[src/rtl/reaction_game_ctrl_pkg.sv]
// Shared types and constants for the reaction-time game controller.
package reaction_game_ctrl_pkg;

  // Sequencer states; codes 5-7 are illegal and recover to IDLE.
  typedef enum logic [2:0] {
    IDLE  = 3'd0,
    ARM   = 3'd1,
    GO    = 3'd2,
    SHOW  = 3'd3,
    FAULT = 3'd4
  } state_e;

  // Seven-segment source select.
  typedef enum logic [1:0] {
    DISP_LIVE   = 2'd0,
    DISP_RESULT = 2'd1,
    DISP_HI     = 2'd2,
    DISP_FAULT  = 2'd3
  } disp_e;

  // 4-digit display ceiling and power-on high score.
  localparam int unsigned RG_MAX_TIME     = 9999;
  localparam int unsigned RG_HISCORE_INIT = 9999;

endpackage

[src/rtl/reaction_game_ctrl_hiscore.sv]
// Best-time register: keeps the lowest candidate offered on an update strobe.
module hiscore_keeper #(
  parameter int unsigned W    = 14,
  parameter int unsigned INIT = 9999
) (
  input  logic         clk_i,
  input  logic         rst_i,
  input  logic         upd_i,
  input  logic [W-1:0] cand_i,
  output logic         better_o,
  output logic [W-1:0] hi_o
);

  logic [W-1:0] hi_q;

  assign better_o = (cand_i < hi_q);
  assign hi_o     = hi_q;

  // Replace the stored best only when the offered time is strictly lower.
  always_ff @(posedge clk_i) begin
    if (rst_i) begin
      hi_q <= W'(INIT);
    end else if (upd_i && better_o) begin
      hi_q <= cand_i;
    end
  end

endmodule

[src/rtl/reaction_game_ctrl.sv]
// Reaction-game sequencer: random arm delay, LED go signal, timed response,
// result hold and high-score tracking, all in one synchronous FSM.
module reaction_game_ctrl
  import reaction_game_ctrl_pkg::*;
#(
  parameter int unsigned DELAY_W      = 11,
  parameter int unsigned TIME_W       = 14,
  parameter int unsigned MIN_DELAY    = 500,
  parameter int unsigned MAX_TIME     = RG_MAX_TIME,
  parameter int unsigned SHOW_MS      = 2000,
  parameter int unsigned HISCORE_INIT = RG_HISCORE_INIT
) (
  input  logic               MAX10_CLK1_50,
  input  logic               reset,
  input  logic               start_pulse,
  input  logic               stop_pulse,
  input  logic               ms_tick,
  input  logic [DELAY_W-1:0] rand_delay,
  input  logic               show_hi,
  output logic               lfsr_en,
  output logic               bcd_clr,
  output logic               bcd_en,
  output logic               led_on,
  output logic [1:0]         disp_sel,
  output logic [TIME_W-1:0]  result_ms,
  output logic [TIME_W-1:0]  hiscore_ms,
  output logic               new_record,
  output logic               timeout,
  output logic [2:0]         state_dbg
);

  state_e              state_q;
  logic [TIME_W-1:0]   ms_cnt_q;
  logic [DELAY_W:0]    target_q;
  logic                lfsr_en_q;
  logic                bcd_clr_q;
  logic                bcd_en_q;
  logic                led_on_q;
  disp_e               disp_q;
  logic [TIME_W-1:0]   result_q;
  logic                new_record_q;
  logic                timeout_q;

  logic [DELAY_W:0]    target_d;
  logic [TIME_W-1:0]   target_m1;
  logic                arm_done;
  logic                go_timeout;
  logic                hold_done;
  logic                hs_upd;
  logic                hs_better;

  // One extra bit on the target so MIN_DELAY + max LFSR value cannot wrap.
  assign target_d   = (DELAY_W+1)'(MIN_DELAY) + {1'b0, rand_delay};
  assign target_m1  = TIME_W'(target_q) - 1'b1;
  assign arm_done   = ms_tick && (ms_cnt_q == target_m1);
  assign go_timeout = ms_tick && (ms_cnt_q == TIME_W'(MAX_TIME - 1));
  assign hold_done  = ms_tick && (ms_cnt_q == TIME_W'(SHOW_MS - 1));
  assign hs_upd     = (state_q == GO) && stop_pulse;

  hiscore_keeper #(
    .W    (TIME_W),
    .INIT (HISCORE_INIT)
  ) u_hiscore (
    .clk_i    (MAX10_CLK1_50),
    .rst_i    (reset),
    .upd_i    (hs_upd),
    .cand_i   (ms_cnt_q),
    .better_o (hs_better),
    .hi_o     (hiscore_ms)
  );

  // Main sequencer with all outputs registered; strobes default low each cycle.
  always_ff @(posedge MAX10_CLK1_50) begin
    if (reset) begin
      state_q      <= IDLE;
      ms_cnt_q     <= '0;
      target_q     <= '0;
      lfsr_en_q    <= 1'b1;
      bcd_clr_q    <= 1'b0;
      bcd_en_q     <= 1'b0;
      led_on_q     <= 1'b0;
      disp_q       <= DISP_LIVE;
      result_q     <= '0;
      new_record_q <= 1'b0;
      timeout_q    <= 1'b0;
    end else begin
      bcd_clr_q <= 1'b0;
      bcd_en_q  <= 1'b0;
      case (state_q)
        IDLE: begin
          lfsr_en_q <= 1'b1;
          led_on_q  <= 1'b0;
          disp_q    <= show_hi ? DISP_HI : DISP_RESULT;
          if (start_pulse) begin
            target_q  <= target_d;
            ms_cnt_q  <= '0;
            lfsr_en_q <= 1'b0;
            state_q   <= ARM;
          end
        end
        ARM: begin
          // A false start outranks a delay expiring in the same cycle.
          if (stop_pulse) begin
            ms_cnt_q <= '0;
            disp_q   <= DISP_FAULT;
            state_q  <= FAULT;
          end else if (arm_done) begin
            ms_cnt_q  <= '0;
            led_on_q  <= 1'b1;
            bcd_clr_q <= 1'b1;
            disp_q    <= DISP_LIVE;
            state_q   <= GO;
          end else if (ms_tick) begin
            ms_cnt_q <= ms_cnt_q + 1'b1;
          end
        end
        GO: begin
          // Stop outranks a coincident tick: that tick is neither counted nor shown.
          if (stop_pulse) begin
            result_q     <= ms_cnt_q;
            new_record_q <= hs_better;
            led_on_q     <= 1'b0;
            ms_cnt_q     <= '0;
            disp_q       <= DISP_RESULT;
            state_q      <= SHOW;
          end else if (go_timeout) begin
            bcd_en_q  <= 1'b1;
            result_q  <= TIME_W'(MAX_TIME);
            timeout_q <= 1'b1;
            led_on_q  <= 1'b0;
            ms_cnt_q  <= '0;
            disp_q    <= DISP_RESULT;
            state_q   <= SHOW;
          end else if (ms_tick) begin
            bcd_en_q <= 1'b1;
            ms_cnt_q <= ms_cnt_q + 1'b1;
          end
        end
        SHOW, FAULT: begin
          disp_q   <= (state_q == FAULT) ? DISP_FAULT : DISP_RESULT;
          led_on_q <= 1'b0;
          if (hold_done) begin
            ms_cnt_q     <= '0;
            new_record_q <= 1'b0;
            timeout_q    <= 1'b0;
            lfsr_en_q    <= 1'b1;
            state_q      <= IDLE;
          end else if (ms_tick) begin
            ms_cnt_q <= ms_cnt_q + 1'b1;
          end
        end
        default: begin
          state_q <= IDLE;
        end
      endcase
    end
  end

  assign lfsr_en    = lfsr_en_q;
  assign bcd_clr    = bcd_clr_q;
  assign bcd_en     = bcd_en_q;
  assign led_on     = led_on_q;
  assign disp_sel   = disp_q;
  assign result_ms  = result_q;
  assign new_record = new_record_q;
  assign timeout    = timeout_q;
  assign state_dbg  = state_q;

endmodule
[config.mk]
export PLATFORM = sky130hd
export DESIGN_NAME = reaction_game_ctrl
export DESIGN_NICKNAME = d
export VERILOG_FILES = /design/src/rtl/reaction_game_ctrl_pkg.sv /design/src/rtl/reaction_game_ctrl_hiscore.sv /design/src/rtl/reaction_game_ctrl.sv
export SDC_FILE = /design/constraint.sdc
export NUM_CORES = 1
export LEC_CHECK = 0
export BUFFER_PORTS_ARGS = -buffer_cell sky130_fd_sc_hd__buf_2
export CORE_MARGIN = 1.5
export CORE_UTILIZATION = 40
export CTS_CLUSTER_SIZE = 8
export DETAILED_ROUTE_END_ITERATION = 10
export GPL_TIMING_DRIVEN = 0
export PLACE_DENSITY = 0.59
export SETUP_SLACK_MARGIN = 0.4
export SYNTH_ARGS = -nofsm -noshare
export SYNTH_HDL_FRONTEND = slang
export SYNTH_SLANG_ARGS = --single-unit
export TNS_END_PERCENT = 30
[constraint.sdc]
create_clock -name MAX10_CLK1_50 -period 4.19 [get_ports MAX10_CLK1_50]
set_input_delay 0 -clock MAX10_CLK1_50 [delete_from_list [all_inputs] [get_ports MAX10_CLK1_50]]
set_output_delay 0 -clock MAX10_CLK1_50 [all_outputs]
set_load 0.02 [all_outputs]
After elaboration in Yosys (flattened, before gate mapping)
Cells that the tools add are included.
{"block": "totals", "regBits": 65, "elab_cells": 99, "in_bits": 17}
{"block": "op_classes", "n_eq_ne": 16, "order_cmp": 1, "bitwise_logic": 2, "mux": 41, "addsub": 3, "reduce_logical": 24}
{"operator": "$mux W14", "n": 9}
{"operator": "$pmux W14 S4", "n": 1}
{"operator": "$mux W3", "n": 6}
{"operator": "$add A14 B1 Y14 const B", "n": 1}
{"operator": "$eq A14 B11 Y1 const B", "n": 1}
{"operator": "$eq A14 B14 Y1", "n": 1}
{"operator": "$eq A14 B14 Y1 const B", "n": 1}
{"operator": "$lt A14 B14 Y1", "n": 1}
{"operator": "$ne A2 B2 Y1 const B", "n": 7}
{"operator": "$mux W1", "n": 13}
{"operator": "$sub A12 B1 Y13 const B", "n": 1}
{"operator": "$add A9 B11 Y12 const A", "n": 1}
{"operator": "$mux W2", "n": 6}
{"operator": "$pmux W3 S4", "n": 1}
{"operator": "$reduce_and A4 Y1", "n": 3}
{"operator": "$reduce_or A3 Y1", "n": 3}
{"operator": "$pmux W2 S4", "n": 1}
{"operator": "$reduce_and A2 Y1", "n": 4}
{"operator": "$eq A3 B2 Y1 const B", "n": 2}
{"operator": "$ne A3 B3 Y1 const B", "n": 2}
{"operator": "$pmux W1 S2", "n": 3}
{"operator": "$reduce_and A3 Y1", "n": 2}
{"operator": "$reduce_bool A2 Y1", "n": 3}
{"operator": "$logic_and A1 B1 Y1", "n": 5}
{"operator": "other kinds (8)", "n": 9}

Longest topological paths before layout
Gate-level depths: netlist of the first run.
{"block": "depth", "depth_word": 6, "ltp_mapped": 12, "ltp_nobuf": 9}

Cells and area by module
From an unflattened synthesis of the first run, not the netlist that was laid out.
{"block": "hier_totals", "hier_cells": 488, "hier_area_um2": 3862.5}
{"module": "reaction_game_ctrl", "area_per_inst_um2": 2914.0, "cells_each": 381, "n_inst": 1, "seq_area_each_um2": 1021.0}
{"module": "hiscore_keeper", "area_per_inst_um2": 948.4, "cells_each": 107, "n_inst": 1, "seq_area_each_um2": 280.3}

Least setup slack after synthesis of the first run
No wires, ideal clock.
{"block": "synth_path", "kind": "register to register", "start": "register target_q[0]", "end": "register ms_cnt_q[10]", "setup_ns": 0.134, "stages_incl_launch_ff": 13, "path_slack_ns": 1.383, "t_arrival_ns": 2.672, "path_cell_list": "dfxtp_1 > inv_1 > ha_1 > or4b_1 > clkbuf_1 > nor3_1 > mux2i_1 > o2111ai_1 > o31a_1 > buf_2 > o31ai_2 > buf_2 > o22ai_1"}
{"block": "synth_between", "elab_chain_len": 6}
{"item": "start, declared", "line_no": "reaction_game_ctrl.sv:34", "text": "logic [DELAY_W:0] target_q;"}
{"item": "start signal, assigned", "line_no": "reaction_game_ctrl.sv:95", "text": "target_q <= target_d;"}
{"item": "$sub A12 B1 Y13", "line_no": "reaction_game_ctrl.sv:54", "text": "assign target_m1 = TIME_W'(target_q) - 1'b1;"}
{"item": "$eq A14 B14 Y1", "line_no": "reaction_game_ctrl.sv:55", "text": "assign arm_done = ms_tick && (ms_cnt_q == target_m1);"}
{"item": "$logic_and A1 B1 Y1", "line_no": "reaction_game_ctrl.sv:55"}
{"item": "$mux W14", "line_no": "reaction_game_ctrl.sv:107", "text": "end else if (arm_done) begin"}
{"item": "$mux W14", "line_no": "reaction_game_ctrl.sv:103", "text": "if (stop_pulse) begin"}
{"item": "$pmux W14 S4", "line_no": "reaction_game_ctrl.sv:89", "text": "case (state_q)"}
{"item": "end signal, assigned", "line_no": "reaction_game_ctrl.sv:114", "text": "ms_cnt_q <= ms_cnt_q + 1'b1;"}
{"item": "end signal, assigned", "line_no": "reaction_game_ctrl.sv:136", "text": "ms_cnt_q <= ms_cnt_q + 1'b1;"}
{"item": "end signal, assigned", "line_no": "reaction_game_ctrl.sv:149", "text": "ms_cnt_q <= ms_cnt_q + 1'b1;"}
{"item": "end, declared", "line_no": "reaction_game_ctrl.sv:33", "text": "logic [TIME_W-1:0] ms_cnt_q;"}
No other way between the ends.
A chain may end at the register's enable or synchronous reset.

Worst setup path in the final report of the first run
{"block": "layout_path", "start": "register target_q[0]", "end": "register ms_cnt_q[5]"}
Same word-level chain as after synthesis.

==> results of run 1 <==
[cell families after synthesis]
| logic type | Yosys count | share of synthesized area [%] |
|---|---|---|
| AO/OA/AOI/OAI | 112 | 22.2 |
| XOR/XNOR | 19 | 4.53 |
| adder cells (fa/ha/maj) | 17 | 5.79 |
| buffers and inverters | 57 | 6.13 |
| flip-flops | 65 | 35.4 |
| multiplexers | 10 | 2.72 |
| AND/OR/NAND/NOR | 168 | 23.2 |
[worst max-delay path: cells and delay by family, from the launching register on]
family | cells | cell delay, ns
simple gates | 2 | 0.74
compound gates | 4 | 0.80
fa+ha+maj | 1 | 0.23
mux | 1 | 0.26
flops | 1 | 0.35
buf+inv | 4 | 0.74
[worst paths after layout]
path	cells past startpoint	end	from
worst max-delay path	12	ms_cnt_q[5]	target_q[0]
worst min-delay path	3	target_q[8]	rand_delay[8]
worst max register to register	12	ms_cnt_q[5]	target_q[0]
worst min register to register	2	disp_sel[0]	disp_sel[0]
[stage by stage]
step                hold slack [ns]  cell area [um2]  std cells  setup slack (ns)
floorplan                    0.0958             3680        448              1.38
global placement              0.220             4080        609             0.968
detailed placement            0.228             4080        609             0.954
CTS                         0.00957             4350        635             0.935
global route                 0.0574             4350        635             0.636
finish                       0.0295             4350        635             0.946
[metal layers]
metal / part of all wire, % / vias up / global-route usage (%)
li1: - / 1777 / -
met1: 47 / 1648 / 28.0
met2: 46 / 101 / 33.7
met3: 4.3 / 17 / 3.76
met4: 2.3 / 0 / 10.0
met5: 0 / - / 0
[registers in the layout, summed over array words and instances (netlist names), 2 cells and up]
register	flops
ms_cnt_q	14
disp_sel	2
target_q	12
result_ms	14
state_dbg	3
u_hiscore.hi_o	14
[final cells by class]
type | instances | area share [%]
Inverter | 20 | 1.73
Sequential cell | 65 | 29.9
Timing Repair Buffer | 64 | 8.63
Multi-Input combinational cell | 326 | 49.4
Clock inverter | 3 | 0.403
Tap cell | 108 | 3.11
Clock buffer | 12 | 3.34
Buffer | 37 | 3.45
[where the power goes]
| group | internal [mW] | switching [mW] |
|---|---|---|
| clock | 0.226 | 0.236 |
| combinational | 0.0822 | 0.121 |
| sequential | 0.633 | 0.0172 |
[cell usage after synthesis, types with 2 or more instances]
library cell	number
dfxtp_1	65
nand2_1	52
nor2_1	33
clkbuf_1	31
a21oi_1	20
inv_1	19
ha_1	17
o211ai_1	16
nor3_1	12
o21ai_0	12
nand2b_1	11
xor2_1	11
mux2i_1	10
o22ai_1	10
a211oi_1	9
nand4_1	8
nor2b_1	8
o221a_2	8
xnor2_1	8
nand3b_1	7
a22oi_1	6
and3_1	6
nand3_1	6
nor4_1	5
o32ai_1	4
or3_1	4
or4_1	4
a21o_1	3
buf_2	3
o31a_1	3
buf_1	2
nor4b_1	2
o211a_1	2
o21a_1	2
o21bai_1	2
o2bb2ai_1	2
or2_2	2
==> impl_metrics.env, run 1 <==
export IMPL_tritoncts_num_buffers=9
export IMPL_diodes=0
export IMPL_mappedNetlistArea_mm2=0.00368
export IMPL_detail_route_vias_per_cell=5.58
export IMPL_slowest_stage="or4b_1"
export IMPL_cp_data_required_time_ns=4.40
export IMPL_clock_insertion_delay_worst_skew_ns=0.34
export IMPL_detailed_routing_iterations_pass_1=8
export IMPL_crit_path_max_fanout=10
export IMPL_dieWidth_um=98.9
export IMPL_placeableCoreArea_mm2=0.00881
export IMPL_unrepaired_setup_endpoints_after_global_routing="false"
export IMPL_syn_avg_cell_area_um2=8.21
export IMPL_synth_flop_cell="dfxtp_1"
export IMPL_violations="DRC"
export IMPL_areaGrowthSynthToFinish_pct=18.3
export IMPL_min_delay_path_class="input port to register"
export IMPL_globalRoute_totalOverflow=0
export IMPL_cts_tree="done"
export IMPL_cp_common_cell="buf_2"
export IMPL_yosysUniqueCellTypes=60
export IMPL_n_fill_cell=885
export IMPL_via_count=3543
export IMPL_io_buffers=53
export IMPL_layout_cells_most_common="dfxtp_1"
export IMPL_multi_input_gate_area_in_the_final_layout_mm2=0.00215
export IMPL_cts_hold_buf=11
export IMPL_antenna_violation_net_count_after_detailed_routing=0
export IMPL_area_share_of_the_largest_cell_type_after_synthesis_pct=35.4
export IMPL_ctsLongestPathBuffers=2
export IMPL_max_slew_worst_pin_slew_ns=0.734
export IMPL_cap_viol_max_count=0
export IMPL_grt_max_degree=11
export IMPL_detailed_place_hpwl_mm=7.40
export IMPL_layout_drive_gt1_share_pct=15.7
export IMPL_crit_path_cell_trace="inv_1 > ha_1 > or4b_1 > clkbuf_1 > nor3_1 > mux2i_1 > o2111ai_1 > o31a_1 > buf_2 > o31ai_2 > buf_2 > o22ai_1"
export IMPL_final_util_pct=49.4
export IMPL_period_utilization_post_route_pct=77.4
export IMPL_ys_seq_area_share_pct=35.4
export IMPL_outcome="complete, but fails checks"
export IMPL_synth_largest_area_cell="dfxtp_1"
export IMPL_max_clock_freq_ghz=0.308
export IMPL_drt_wirelength_per_cell_um=15.7
export IMPL_antenna_found_initial=0
export IMPL_fin_tns_setup_ns=0
export IMPL_post_route_min_period_ns=3.24
export IMPL_seqCellArea_mm2=0.00130
export IMPL_io_pins=56
export IMPL_final_setup_viol_count=0
export IMPL_timing_reg2reg_setup_slack_ns=0.95
export IMPL_grt_pass1_vias=3310
export IMPL_worstSetupPathType="register to register"
export IMPL_fp_dieH_um=98.9
export IMPL_finalWirelength_mm=9.99
export IMPL_final_hold_violation_count=0
export IMPL_leading_cell_types_by_total_area_after_synthesis="dfxtp_1 35%, ha_1 5.8%, nand2_1 5.3%"
export IMPL_critical_path_max_stage_delay_ns=0.46
export IMPL_place_congestion=0.861
export IMPL_critical_path_endpoint_type="register"
export IMPL_grt_first_pass_wirelength_mm=16.4
export IMPL_initial_utilization_pct=41.7
export IMPL_worst_ir_drop_vdd_v=0.000137
export IMPL_global_route_usage_sum_pct=21.2
export IMPL_cts_root_buf="clkbuf_8"
export IMPL_ys_warnings_count=0
export IMPL_power_leakage_nw=1.76
export IMPL_timing_clock_skew_ns=0.00389
export IMPL_synth_net_count=482
export IMPL_nNetsFinal=557
export IMPL_synthCells=448
export IMPL_worst_endpoint_arrival_ns=3.45
export IMPL_clock_sinks=65
export IMPL_p_per_area_mw_per_mm2=302
export IMPL_die_area_mm2=0.00977
export IMPL_post_cts_setup_buffer_count=0
export IMPL_setup_worst_path_start_class="register"
export IMPL_drt_first_iter_violations=222
export IMPL_postCtsResizedCells=0
export IMPL_number_of_enable_type_register_cells_in_the_synthesized_netlist=0
export IMPL_p_total_mw=1.32
export IMPL_htreeDepth=3
export IMPL_rows=34
export IMPL_most_common_layout_cells="65 x dfxtp_1, 56 x buf_2, 52 x nand2_1"
export IMPL_async_reset_ff_share_pct=0
export IMPL_path_clk_slew_ns=0.07
export IMPL_drc=3
export IMPL_slew_headroom_pct=50.6
export IMPL_synth_ff_latch_count=65
export IMPL_slew_violations=0
(Power assumes the default switching activity.)
==> run 2: changes to the inputs <==
ABC_AREA = 1   (was not set)
PLACE_DENSITY = 0.58   (was 0.59)
clock period = 3.3 ns   (was 4.19 ns; I/O delays follow)
==> run 2 against run 1 <==
Against the previous run: the run now ends clean; clock power increased by 28%; core utilization decreased by 0.48 points; clock-buffer cell count did not move; die area increased by 6.1%; sequential power is 54% higher; setup slack got worse by 0.067 ns; design area is 5.4% higher; critical path type unchanged; critical endpoint is now result_ms[11]; largest cell class unchanged; largest power group is now combinational cells.
==> impl_metrics.env, run 2 <==
export IMPL_die_area_mm2=0.0104
export IMPL_max_slew_worst_pin_slew_ns=0.616
export IMPL_dieWidth_um=102
export IMPL_mappedNetlistArea_mm2=0.00391
export IMPL_most_common_layout_cells="106 x nand2_1, 89 x inv_1, 67 x buf_2"
export IMPL_detail_route_vias_per_cell=4.90
export IMPL_detailed_routing_iterations_pass_1=5
export IMPL_place_ws_ns=0.872
export IMPL_min_delay_path_class="input port to register"
export IMPL_syn_avg_cell_area_um2=6.98
export IMPL_rows=35
export IMPL_ctsLongestPathBuffers=2
export IMPL_p_per_area_mw_per_mm2=629
export IMPL_synthCells=560
export IMPL_grt_max_degree=11
export IMPL_drt_wirelength_per_cell_um=13.0
export IMPL_synthTopCellsByCount="106 x nand2_1, 89 x inv_1, 65 x dfxtp_1"
export IMPL_period_utilization_post_route_pct=73.4
export IMPL_post_route_min_period_ns=2.42
export IMPL_clock_insertion_delay_worst_skew_ns=0.35
export IMPL_antenna_found_initial=0
export IMPL_post_cts_setup_buffer_count=0
export IMPL_timing_clock_skew_ns=0.00811
export IMPL_area_share_of_the_largest_cell_type_after_synthesis_pct=33.3
export IMPL_htreeDepth=3
export IMPL_power_leakage_nw=2.21
export IMPL_seqCellArea_mm2=0.00130
export IMPL_drt_first_iter_violations=156
export IMPL_placeableCoreArea_mm2=0.00937
export IMPL_final_hold_violation_count=0
export IMPL_setup_ws_ns=0.879
export IMPL_antenna_violation_net_count_after_detailed_routing=0
export IMPL_ys_seq_area_share_pct=33.3
export IMPL_ys_warnings_count=0
export IMPL_clock_sinks=65
export IMPL_worst_endpoint_arrival_ns=2.63
export IMPL_tritoncts_num_buffers=9
export IMPL_via_count=3753
export IMPL_nNetsFinal=667
export IMPL_place_congestion=0.906
export IMPL_io_pins=56
export IMPL_n_fill_cell=996
export IMPL_grt_first_pass_wirelength_mm=16.3
export IMPL_cap_viol_max_count=0
export IMPL_outcome="complete, no violations"
export IMPL_areaGrowthSynthToFinish_pct=17.3
export IMPL_detailed_place_hpwl_mm=7.76
export IMPL_number_of_enable_type_register_cells_in_the_synthesized_netlist=0
export IMPL_slew_violations=0
export IMPL_worst_ir_drop_vdd_v=0.000291
export IMPL_unrepaired_setup_endpoints_after_global_routing="false"
export IMPL_setup_worst_path_start_class="register"
export IMPL_drc=0
export IMPL_cts_root_buf="clkbuf_8"
export IMPL_worstSetupPathType="register to register"
export IMPL_layout_cells_most_common="nand2_1"
export IMPL_synth_net_count=594
export IMPL_synth_ff_latch_count=65
export IMPL_layout_drive_gt1_share_pct=16.8
export IMPL_synth_largest_area_cell="dfxtp_1"
export IMPL_fin_tns_setup_ns=0
export IMPL_async_reset_ff_share_pct=0
export IMPL_cts_tree="done"
export IMPL_yosysUniqueCellTypes=39
export IMPL_crit_path_max_fanout=10
export IMPL_finalWirelength_mm=9.95
export IMPL_global_route_usage_sum_pct=20.2
export IMPL_yosysMostFrequentCell="nand2_1"
export IMPL_multi_input_gate_area_in_the_final_layout_mm2=0.00214
export IMPL_final_setup_viol_count=0
export IMPL_io_buffers=54
export IMPL_globalRoute_totalOverflow=0
export IMPL_grt_pass1_vias=3434
export IMPL_initial_utilization_pct=41.7
export IMPL_fp_dieH_um=102
export IMPL_max_clock_freq_ghz=0.413
export IMPL_slew_headroom_pct=58.9
export IMPL_synth_flop_cell="dfxtp_1"
export IMPL_path_clk_slew_ns=0.07
export IMPL_diodes=0
export IMPL_cp_data_required_time_ns=3.51
export IMPL_critical_path_endpoint_type="register"
export IMPL_leading_cell_types_by_total_area_after_synthesis="dfxtp_1 33%, nand2_1 10%, inv_1 8.5%"
## run 2: path summary, 6_finish.rpt
path | slack, ns | depth (start not counted) | endpoint | from
hold / removal | 0.02 | 4 | target_q[7] | rand_delay[7]
setup reg to reg | 0.88 | 9 | result_ms[11] | ms_cnt_q[1]
hold reg to reg | 0.46 | 2 | disp_sel[1] | disp_sel[1]
setup / recovery | 0.88 | 9 | result_ms[11] | ms_cnt_q[1]
## run 2: kinds of logic (layout without fill, tap and decap cells)
logic type | Yosys count | after routing | share of synthesized area (%)
and+or+nand+nor | 228 | 228 | 27.3
adders and majority gates | 17 | 17 | 5.44
xor gates and xnor gates | 32 | 32 | 7.17
buffers and inverters | 118 | 195 | 12.0
AOI/OAI and AO/OA | 100 | 100 | 14.8
DFF | 65 | 65 | 33.3
## run 2: what timing repair did
action | in CTS | in global routing
hold endpoints to repair | 8 | 0
hold buffers | 8 | 0
gates resized for setup | 0 | 0
## run 2: layout make-up
class / count / share of cell area, %
sequential: 65 / 28.4
buffer: 26 / 2.70
timing repair buffer: 62 / 7.64
multi-input combinational: 377 / 46.7
tap: 129 / 3.52
clock inverter: 3 / 0.382
inverter: 92 / 7.53
clock buffer: 12 / 3.17
## run 2: power by group
| part | internal, mW | switching (mW) |
|---|---|---|
| registers | 0.896 | 0.108 |
| logic | 0.464 | 0.821 |
| clock network | 0.287 | 0.306 |
## run 2: per-stage QoR
stage | instances | hold slack [ns] | util [%] | power (mW) | cell area [um2]
after floorplan | 560 | 0.0900 | - | 2.01 | 3910
after global placement | 743 | 0.209 | 46.3 | 2.28 | 4340
after detailed placement | 743 | 0.213 | 46.3 | 2.30 | 4340
after CTS | 766 | 0.0102 | 48.9 | 2.90 | 4580
after global routing | 766 | 0.0354 | 48.9 | 3.12 | 4580
final | 766 | 0.0187 | 48.9 | 2.88 | 4580
## run 2: metal layers
metal	global-route usage, %	up-vias	wire length [um]
met5	0	-	0
met2	34.9	98	4700
met4	5.69	0	100
met1	25.6	1678	4570
li1	-	1969	-
met3	4.38	8	568
## run 2: critical path, stage by stage, from the launching register on
cell and delay, ns:
dfxtp_1 0.62, ha_1 0.23, inv_1 0.04, nor3_1 0.27
nand4_1 0.20, a21oi_1 0.43, buf_2 0.30, o22ai_1 0.10
inv_1 0.06, nor2_1 0.03
==> run 3: changes to the inputs <==
ABC_AREA = 0   (was 1)
PLACE_DENSITY = 0.61   (was 0.58)
clock period = 2 ns   (was 3.3 ns; I/O delays follow)
==> run 3 against run 2 <==
Against the previous run: the run now ends with DRC, setup timing left; design area grew 11%; setup slack lost 1.8 ns; final cell count shrank 13%; non-clock buffer count grew 43; die area shrank 5.8%; combinational power shrank 52%; sequential power grew 36%; sequential share of layout area shrank 2.3 points; largest cell class unchanged.
==> impl_metrics.env, run 3 (synthesis results as in run 1) <==
export IMPL_outcome="complete, but fails checks"
export IMPL_violations="DRC, setup timing"
export IMPL_detailed_place_hpwl_mm=7.39
export IMPL_placeableCoreArea_mm2=0.00881
export IMPL_fin_hold_ws_ns=0.00789
export IMPL_fp_dieH_um=98.9
export IMPL_nNetsFinal=587
export IMPL_place_congestion=0.879
export IMPL_n_fill_cell=795
export IMPL_timing_clock_skew_ns=0.00684
export IMPL_max_clock_freq_ghz=0.340
export IMPL_cp_data_required_time_ns=2.23
export IMPL_globalRouteMet1Util_pct=29.4
export IMPL_clock_sinks=65
export IMPL_diodes=0
export IMPL_ctsLongestPathBuffers=2
export IMPL_antenna_violation_net_count_after_detailed_routing=0
export IMPL_max_slew_worst_pin_slew_ns=0.983
export IMPL_grt_first_pass_wirelength_mm=18.1
export IMPL_p_per_area_mw_per_mm2=648
export IMPL_drt_first_iter_violations=224
export IMPL_placedCellCount=609
export IMPL_tritoncts_num_buffers=9
export IMPL_worstSetupEndpoint="ms_cnt_q[6]"
export IMPL_final_hold_violation_count=0
export IMPL_grt_max_degree=12
export IMPL_layout_cells_non_filler=666
export IMPL_detail_route_vias_per_cell=5.71
export IMPL_areaGrowthSynthToFinish_pct=38.4
export IMPL_crit_reg_reg_startpoint="ms_cnt_q[11]"
export IMPL_antenna_found_initial=0
export IMPL_ff2ff_path_depth=9
export IMPL_rows=34
export IMPL_layout_cells_most_common="buf_2"
export IMPL_htreeDepth=3
export IMPL_layout_drive_gt1_share_pct=34.6
export IMPL_grt_util_met3_pct=4.26
export IMPL_busiest_layer="met2"
export IMPL_setup_ws_ns=-0.938
export IMPL_setup_worst_path_start_class="register"
export IMPL_dieWidth_um=98.9
export IMPL_final_util_pct=57.8
export IMPL_power_leakage_nw=2.08
export IMPL_die_area_mm2=0.00977
export IMPL_cts_tree="done"
export IMPL_globalRoute_totalOverflow=0
export IMPL_timing_reg2reg_setup_slack_ns=-0.94
export IMPL_clock_insertion_delay_worst_skew_ns=0.35
export IMPL_finalWirelength_mm=11.1
export IMPL_critical_path_endpoint_type="register"
export IMPL_io_pins=56
export IMPL_via_count=3802
export IMPL_critical_path_startpoint="ms_cnt_q[11]"
export IMPL_cap_viol_max_count=0
export IMPL_post_route_min_period_ns=2.94
export IMPL_worstSetupPathType="register to register"
export IMPL_path_clk_slew_ns=0.07
export IMPL_min_delay_path_class="input port to register"
export IMPL_drt_wirelength_per_cell_um=16.7
export IMPL_unrepaired_setup_endpoints_after_global_routing="true"
export IMPL_crit_path_max_fanout=5
export IMPL_worst_endpoint_arrival_ns=3.16
export IMPL_gr_usage_met2_pct=38.8
export IMPL_detailed_routing_iterations_pass_1=8
export IMPL_global_route_usage_sum_pct=23.4
export IMPL_period_utilization_post_route_pct=147
export IMPL_most_common_layout_cells="54 x buf_2, 52 x nand2_1, 51 x dfxtp_1"
export IMPL_worst_ir_drop_vdd_v=0.000346
export IMPL_slew_headroom_pct=33.5
export IMPL_drc=3
export IMPL_initial_utilization_pct=41.7
export IMPL_grt_pass1_vias=3689
export IMPL_final_setup_viol_count=38
export IMPL_timing_rr_end="ms_cnt_q[6]"
export IMPL_io_buffers=53
export IMPL_cts_root_buf="clkbuf_8"
export IMPL_slew_violations=0
run 3: final cells by class:
cell class	count	area, um2	share of cell area [%]
flip-flops and latches	65	1330	26.1
repair buffers	94	617	12.1
multi-input cells	326	2430	47.8
clock inverters	4	75.1	1.48
well taps	108	135	2.66
plain buffers	37	265	5.22
clock buffers	12	155	3.05
inverters	20	77.6	1.53
run 3: stage by stage:
step                      setup slack [ns]  setup TNS, ns  instance area [um2]  power (mW)
after floorplan                     -0.748         -18.48                 3700        1.70
after global placement               -1.05         -37.65                 4100        1.80
after detailed placement             -1.09         -41.07                 4100        1.81
after CTS                           -0.875         -24.09                 4880        3.23
after global routing                 -1.00         -28.36                 5090        3.42
final                               -0.938         -25.09                 5090        3.30
run 3: layer usage:
metal	part of all wire (%)	wire, um
met1	44	4910
met2	47	5250
met3	5.6	627
met4	2.9	320
met5	0	0
run 3: repair_timing:
action	in CTS	in global routing
pin swaps	28	16
hold buffers	10	0
endpoints found under the setup margin	64	64
endpoints found under the hold margin	11	0
gates resized for setup	84	34
cloned	1	0
buffers inserted	22	8
run 3: worst max-delay path, stage by stage (launching register included):
cell,delay [ns]
dfxtp_2,0.33
buf_6,0.12
or4_4,0.51
or2_4,0.25
or4_4,0.51
a211o_1,0.36
buf_6,0.13
o31ai_4,0.33
buf_6,0.18
o22ai_2,0.09
run 3: worst min path at each step:
stage / from / endpoint / slack [ns] / cells past startpoint
6_report: show_hi / disp_sel[0] / 0.008 / 3
5_1_grt: show_hi / disp_sel[0] / 0.03 / 3
4_1_cts: show_hi / disp_sel[0] / 0.009 / 3
3_5_place_dp: rand_delay[2] / target_q[2] / 0.23 / 2
3_3_place_gp: rand_delay[2] / target_q[2] / 0.22 / 2
2_1_floorplan: rand_delay[2] / target_q[2] / 0.1 / 1
run 3: power breakdown:
group | total (mW) | switching, mW | internal [mW]
combinational | 0.625 | 0.332 | 0.293
clock | 1.31 | 0.539 | 0.771
sequential | 1.36 | 0.0363 | 1.33
total | 3.30 | 0.908 | 2.39
